===== src/rtl/data_bus_arbiter.sv =====
// rtl/data_bus_arbiter.sv - two-master round-robin arbiter in front of the SRAM and mtime slaves
// SRAM answers one cycle after grant, mtime two cycles after grant via the MT_ACCESS state.
module data_bus_arbiter #(
   parameter int PERIPH_SEL_BIT = 11,
   parameter int SRAM_AW        = 9
) (
   input  logic               clk_i,
   input  logic               reset_i,
   input  logic               m0_req_i,
   input  logic [31:0]        m0_addr_i,
   input  logic [31:0]        m0_wdata_i,
   input  logic [3:0]         m0_wmask_i,
   input  logic               m0_wen_i,
   output logic               m0_gnt_o,
   output logic               m0_rvalid_o,
   output logic [31:0]        m0_rdata_o,
   input  logic               m1_req_i,
   input  logic [31:0]        m1_addr_i,
   input  logic [31:0]        m1_wdata_i,
   input  logic [3:0]         m1_wmask_i,
   input  logic               m1_wen_i,
   output logic               m1_gnt_o,
   output logic               m1_rvalid_o,
   output logic [31:0]        m1_rdata_o,
   output logic               sram_csb_o,
   output logic               sram_web_o,
   output logic [3:0]         sram_wmask_o,
   output logic [SRAM_AW-1:0] sram_addr_o,
   output logic [31:0]        sram_din_o,
   input  logic [31:0]        sram_dout_i,
   output logic               mtime_csb_o,
   output logic               mtime_wen_o,
   output logic [3:0]         mtime_addr_o,
   output logic [31:0]        mtime_data_o,
   output logic [3:0]         mtime_wmask_o,
   input  logic [31:0]        mtime_data_i
);

   typedef enum logic {IDLE, MT_ACCESS} state_t;

   state_t               state_q;
   logic                 last_q;
   logic                 gnt0, gnt1, gnt_any, sel;
   logic [31:0]          g_addr, g_wdata;
   logic [3:0]           g_wmask;
   logic                 g_wen, g_mtime, sram_go;
   logic                 sram_web_q;
   logic [3:0]           sram_wmask_q;
   logic [SRAM_AW-1:0]   sram_addr_q;
   logic [31:0]          sram_din_q;
   logic                 mt_wen_q, mt_id_q, mt_read_q;
   logic [3:0]           mt_addr_q, mt_wmask_q;
   logic [31:0]          mt_data_q;
   logic                 trk_valid_q, trk_id_q, trk_mtime_q, trk_read_q;
   logic [31:0]          resp_data;
   logic                 unused_addr_bits;

   // last_q = 1 means m1 was granted most recently, so m0 wins the next tie
   always_comb begin
      gnt0 = 1'b0;
      gnt1 = 1'b0;
      if (reset_i && state_q == IDLE) begin
         if (m0_req_i && m1_req_i) begin
            gnt0 = last_q;
            gnt1 = !last_q;
         end else begin
            gnt0 = m0_req_i;
            gnt1 = m1_req_i;
         end
      end
   end

   assign gnt_any  = gnt0 | gnt1;
   assign sel      = gnt1;
   assign g_addr   = sel ? m1_addr_i  : m0_addr_i;
   assign g_wdata  = sel ? m1_wdata_i : m0_wdata_i;
   assign g_wmask  = sel ? m1_wmask_i : m0_wmask_i;
   assign g_wen    = sel ? m1_wen_i   : m0_wen_i;
   assign g_mtime  = g_addr[PERIPH_SEL_BIT];
   assign sram_go  = gnt_any && !g_mtime;
   assign unused_addr_bits = ^g_addr;

   assign m0_gnt_o = gnt0;
   assign m1_gnt_o = gnt1;

   assign sram_csb_o   = !sram_go;
   assign sram_web_o   = sram_go ? g_wen   : sram_web_q;
   assign sram_wmask_o = sram_go ? g_wmask : sram_wmask_q;
   assign sram_addr_o  = sram_go ? g_addr[SRAM_AW+1:2] : sram_addr_q;
   assign sram_din_o   = sram_go ? g_wdata : sram_din_q;

   assign mtime_csb_o   = (state_q != MT_ACCESS);
   assign mtime_wen_o   = mt_wen_q;
   assign mtime_addr_o  = mt_addr_q;
   assign mtime_data_o  = mt_data_q;
   assign mtime_wmask_o = mt_wmask_q;

   assign resp_data   = trk_read_q ? (trk_mtime_q ? mtime_data_i : sram_dout_i) : 32'h0;
   assign m0_rvalid_o = trk_valid_q && !trk_id_q;
   assign m1_rvalid_o = trk_valid_q && trk_id_q;
   assign m0_rdata_o  = m0_rvalid_o ? resp_data : 32'h0;
   assign m1_rdata_o  = m1_rvalid_o ? resp_data : 32'h0;

   always_ff @(posedge clk_i or negedge reset_i) begin
      if (!reset_i) begin
         state_q      <= IDLE;
         last_q       <= 1'b1;
         sram_web_q   <= 1'b0;
         sram_wmask_q <= '0;
         sram_addr_q  <= '0;
         sram_din_q   <= '0;
         mt_wen_q     <= 1'b0;
         mt_id_q      <= 1'b0;
         mt_read_q    <= 1'b0;
         mt_addr_q    <= '0;
         mt_wmask_q   <= '0;
         mt_data_q    <= '0;
         trk_valid_q  <= 1'b0;
         trk_id_q     <= 1'b0;
         trk_mtime_q  <= 1'b0;
         trk_read_q   <= 1'b0;
      end else begin
         trk_valid_q <= 1'b0;
         if (gnt_any) last_q <= sel;
         case (state_q)
            IDLE: begin
               if (gnt_any && g_mtime) begin
                  state_q    <= MT_ACCESS;
                  mt_addr_q  <= g_addr[3:0];
                  mt_data_q  <= g_wdata;
                  mt_wmask_q <= g_wmask;
                  mt_wen_q   <= g_wen;
                  mt_id_q    <= sel;
                  mt_read_q  <= g_wen;
               end else if (gnt_any) begin
                  trk_valid_q  <= 1'b1;
                  trk_id_q     <= sel;
                  trk_mtime_q  <= 1'b0;
                  trk_read_q   <= g_wen;
                  sram_web_q   <= g_wen;
                  sram_wmask_q <= g_wmask;
                  sram_addr_q  <= g_addr[SRAM_AW+1:2];
                  sram_din_q   <= g_wdata;
               end
            end
            MT_ACCESS: begin
               // mtime data is valid the cycle after its chip select, so the response queues now
               state_q     <= IDLE;
               trk_valid_q <= 1'b1;
               trk_id_q    <= mt_id_q;
               trk_mtime_q <= 1'b1;
               trk_read_q  <= mt_read_q;
            end
            default: state_q <= IDLE;
         endcase
      end
   end

endmodule


===== config.mk =====
export PLATFORM = sky130hd
export DESIGN_NAME = data_bus_arbiter
export DESIGN_NICKNAME = d
export VERILOG_FILES = /design/src/rtl/data_bus_arbiter.sv
export SDC_FILE = /design/constraint.sdc
export NUM_CORES = 1
export LEC_CHECK = 0
export ABC_AREA = 1
export BUFFER_PORTS_ARGS = -buffer_cell sky130_fd_sc_hd__buf_4
export CAP_MARGIN = 10
export CELL_PAD_IN_SITES_DETAIL_PLACEMENT = 1
export CELL_PAD_IN_SITES_GLOBAL_PLACEMENT = 1
export CORE_MARGIN = 3
export CORE_UTILIZATION = 29
export CTS_CLUSTER_DIAMETER = 60
export CTS_CLUSTER_SIZE = 30
export DETAILED_ROUTE_END_ITERATION = 7
export GPL_ROUTABILITY_DRIVEN = 0
export HOLD_SLACK_MARGIN = 0.08
export MAX_ROUTING_LAYER = met4
export PLACE_DENSITY = 0.92
export SKIP_LAST_GASP = 1
export SLEW_MARGIN = 10
export SYNTH_ARGS = -nofsm -noshare
export SYNTH_HDL_FRONTEND = slang
export SYNTH_SLANG_ARGS = --single-unit

===== constraint.sdc =====
create_clock -name clk_i -period 4.15 [get_ports clk_i]
set_input_delay 0.2075 -clock clk_i [delete_from_list [all_inputs] [get_ports clk_i]]
set_output_delay 0.2075 -clock clk_i [all_outputs]
set_load 0.005 [all_outputs]

==> flow_summary.json <==
{
  "vdd_drop_max_v": 0.000192,
  "pwr-share-clk_pct": 25.9,
  "area_growth_pct": 55.7,
  "grt_max_degree": 55,
  "netlist_top_cells_count": "nand2_1, dfrtp_1, nor2_1",
  "async_flop_share_pct": 100,
  "nets": 1261,
  "maxCapViolations": 0,
  "finalHoldViolations": 0,
  "cts.path.max_buffers": 2,
  "drc": 0,
  "postLayoutCoreUtil_pct": 46.3,
  "syn_area_per_cell_um2": 6.77,
  "synthCells": 763,
  "finalWorstSetupSlack_ns": 0.750,
  "grt_antenna_before_repair": 4,
  "p_int_w": 0.00235,
  "numCtsBuffers": 9,
  "synth.cell_area_mm2": 0.00516,
  "hpwl_um": 16900,
  "p_comb_share_pct": 38.2,
  "max-slew-margin-rel_pct": 19.9,
  "syn_nets": 969,
  "r2r_setup_slack_ns": 1.48,
  "via_per_inst": 4.77,
  "synth_edf_count": 0,
  "fin_crit_ns": 3.40,
  "cp_data_required_time_ns": 3.94,
  "ys_seq_area_share_pct": 45.6,
  "fp.dieW_um": 139,
  "slew_violations": 0,
  "tns_ns": 0,
  "finalCritPeriodShare_pct": 81.9,
  "htree_num_levels": 3,
  "start_util_pct": 29.8,
  "cp.arrival_ns": 3.19,
  "leakagePower_nw": 4.68,
  "grt-ovfl-total": 0,
  "setup_viol": 0,
  "rsz0062_at_grt": "no",
  "drt-pass1-iter-count": 4,
  "core_area_mm2": 0.0174,
  "rows": 48,
  "cts_root_buffer": "clkbuf_16",
  "hp-class": "in2reg",
  "drive_above_1_share_pct": 33.4,
  "switchingPower_w": 0.00123,
  "fin_skew_ns": 0.0110,
  "switching_share_pct": 34.3,
  "dieArea_mm2": 0.0194,
  "seq_power_share_pct": 35.9,
  "ys.flop_type": "dfrtp_1",
  "ys_warn_count": 0,
  "grt_pass1_wl_um": 35200,
  "io_buffers": 322,
  "dp_slack_ns": 1.27,
  "cts_tree": "yes",
  "clock_sinks": 94,
  "crit_type": "in2out",
  "worst_skew_pair.late_latency_ns": 0.35,
  "power_density_mw_per_mm2": 445,
  "yosysMostFrequentCell": "nand2_1",
  "synth.top_cell.area_share_pct": 45.1,
  "grt_pass1_vias": 6485,
  "status": "completed",
  "grtUsageTotal_pct": 23.3,
  "end_kind": "output pin",
  "fp.dieH_um": 139,
  "num-fill-cells": 2280,
  "synth_seq_cells": 94,
  "finalWirelength_um": 22500,
  "ios": 363,
  "whs_ns": 0.170,
  "yosysUniqueCellTypes": 19,
  "path_clk_slew_ns": 0.07,
  "postRouteAntennaNets": 0,
  "drt-wirelength-per-cell_um": 17.5,
  "fmax_mhz": 294,
  "cp-start-kind": "input port",
  "synth.area.top_cells": "dfrtp_1, nand2_1, nand3_1, nor2_1, o21a_1",
  "drt_iter0_drc": 224,
  "yosysTopAreaCell": "dfrtp_1",
  "crit_path_max_fanout": 45,
  "worst_pin_slew_ns": 1.20,
  "num_vias": 6151
}
-- cells by family (layout without fill, tap and decap cells) --
group	Yosys count	after routing	share of synthesized area (%)
DFF	94	94	45.6
other	0	4	0
buffers and inverters	62	359	5.47
AOI/OAI and AO/OA	70	70	8.33
and+or+nand+nor	537	537	40.6
-- power groups by stage --
stage	clock network, W	logic, W	registers, W
6_report	0.000927	0.00137	0.00128
3_3_place_gp	0	0.00134	0.00129
5_1_grt	0.000982	0.00153	0.00131
2_1_floorplan	0	0.000639	0.00125
4_1_cts	0.000942	0.00139	0.00128
3_5_place_dp	0	0.00139	0.00129
-- worst max-delay path, stage by stage --
cell,delay [ns]
dlygate4sd3_1,0.58
buf_4,0.13
inv_1,0.05
nor2_4,0.14
nand3_2,0.46
nand2_1,0.30
nand2_1,0.13
inv_2,0.65
nand3_1,0.25
nand2_1,0.14
buf_4,0.12
-- final cells by class --
type	count	area, um2	area share (%)
sequential	94	2350	29.3
clock buffer	10	239	2.97
clock inverter	6	93.8	1.17
antenna	4	10.0	0.124
timing repair buffer	330	2480	30.8
multi-input combinational	607	2540	31.5
inverter	13	48.8	0.607
tap	225	282	3.50
-- through the flow --
| stage | cells | total power [W] | cell area [um2] |
|---|---|---|---|
| 6_report | 1289 | 0.00358 | 8040 |
| 3_3_place_gp | 1268 | 0.00262 | 7690 |
| 2_1_floorplan | 763 | 0.00189 | 5160 |
| 5_1_grt | 1289 | 0.00382 | 8040 |
| 4_1_cts | 1285 | 0.00362 | 8030 |
| 3_5_place_dp | 1268 | 0.00268 | 7690 |
-- path summary, 6_finish.rpt --
kind | startpoint | endpoint | cells past startpoint
max in group asynchronous | reset_i | mtime_data_o[1] | 4
min reg2reg | sram_addr_q[5] | sram_addr_q[5] | 2
min in group asynchronous | reset_i | mtime_data_o[20] | 3
min | m0_addr_i[0] | mtime_addr_o[0] | 5
max reg2reg | state_q | sram_din_q[1] | 7
max | reset_i | sram_din_o[1] | 11
-- routing by layer --
| metal | global-route usage, % | part of all wire, % |
|---|---|---|
| met1 | 26.5 | 38 |
| met2 | 40.5 | 53 |
| met3 | 5.88 | 7.3 |
| met4 | 6.90 | 1.6 |
| met5 | - | 0 |
-- sequential cells by signal, indices dropped and copies added (netlist names), 4 cells and up --
| signal | count |
|---|---|
| sram_wmask_q | 4 |
| mtime_addr_o | 4 |
| sram_din_q | 32 |
| mtime_wmask_o | 4 |
| mtime_data_o | 32 |
| sram_addr_q | 9 |
-- cell usage in the layout, fill, tap and decap left out, types with 2 or more instances in the layout --
cell type | Yosys | routed
buf_4 | 6 | 329
bufinv_16 | 0 | 2
clkbuf_16 | 0 | 9
clkinv_4 | 0 | 2
dfrtp_1 | 93 | 93
diode_2 | 0 | 4
inv_1 | 10 | 10
inv_2 | 3 | 3
nand2_1 | 418 | 417
nand2_2 | 1 | 2
nand3_1 | 49 | 48
nand3_2 | 1 | 2
nand4_1 | 2 | 2
nor2_1 | 65 | 65
o21a_1 | 32 | 32
o21ai_0 | 36 | 36
-- timing repair --
action / 4_1_cts / 5_1_grt
hold buffers: 1 / 0
gates resized for setup: 0 / 0
endpoints found under the setup margin: 0 / 0
setup buffers: 0 / 0
hold endpoints to repair: 39 / 0
Power figures use the tool's default switching activity.
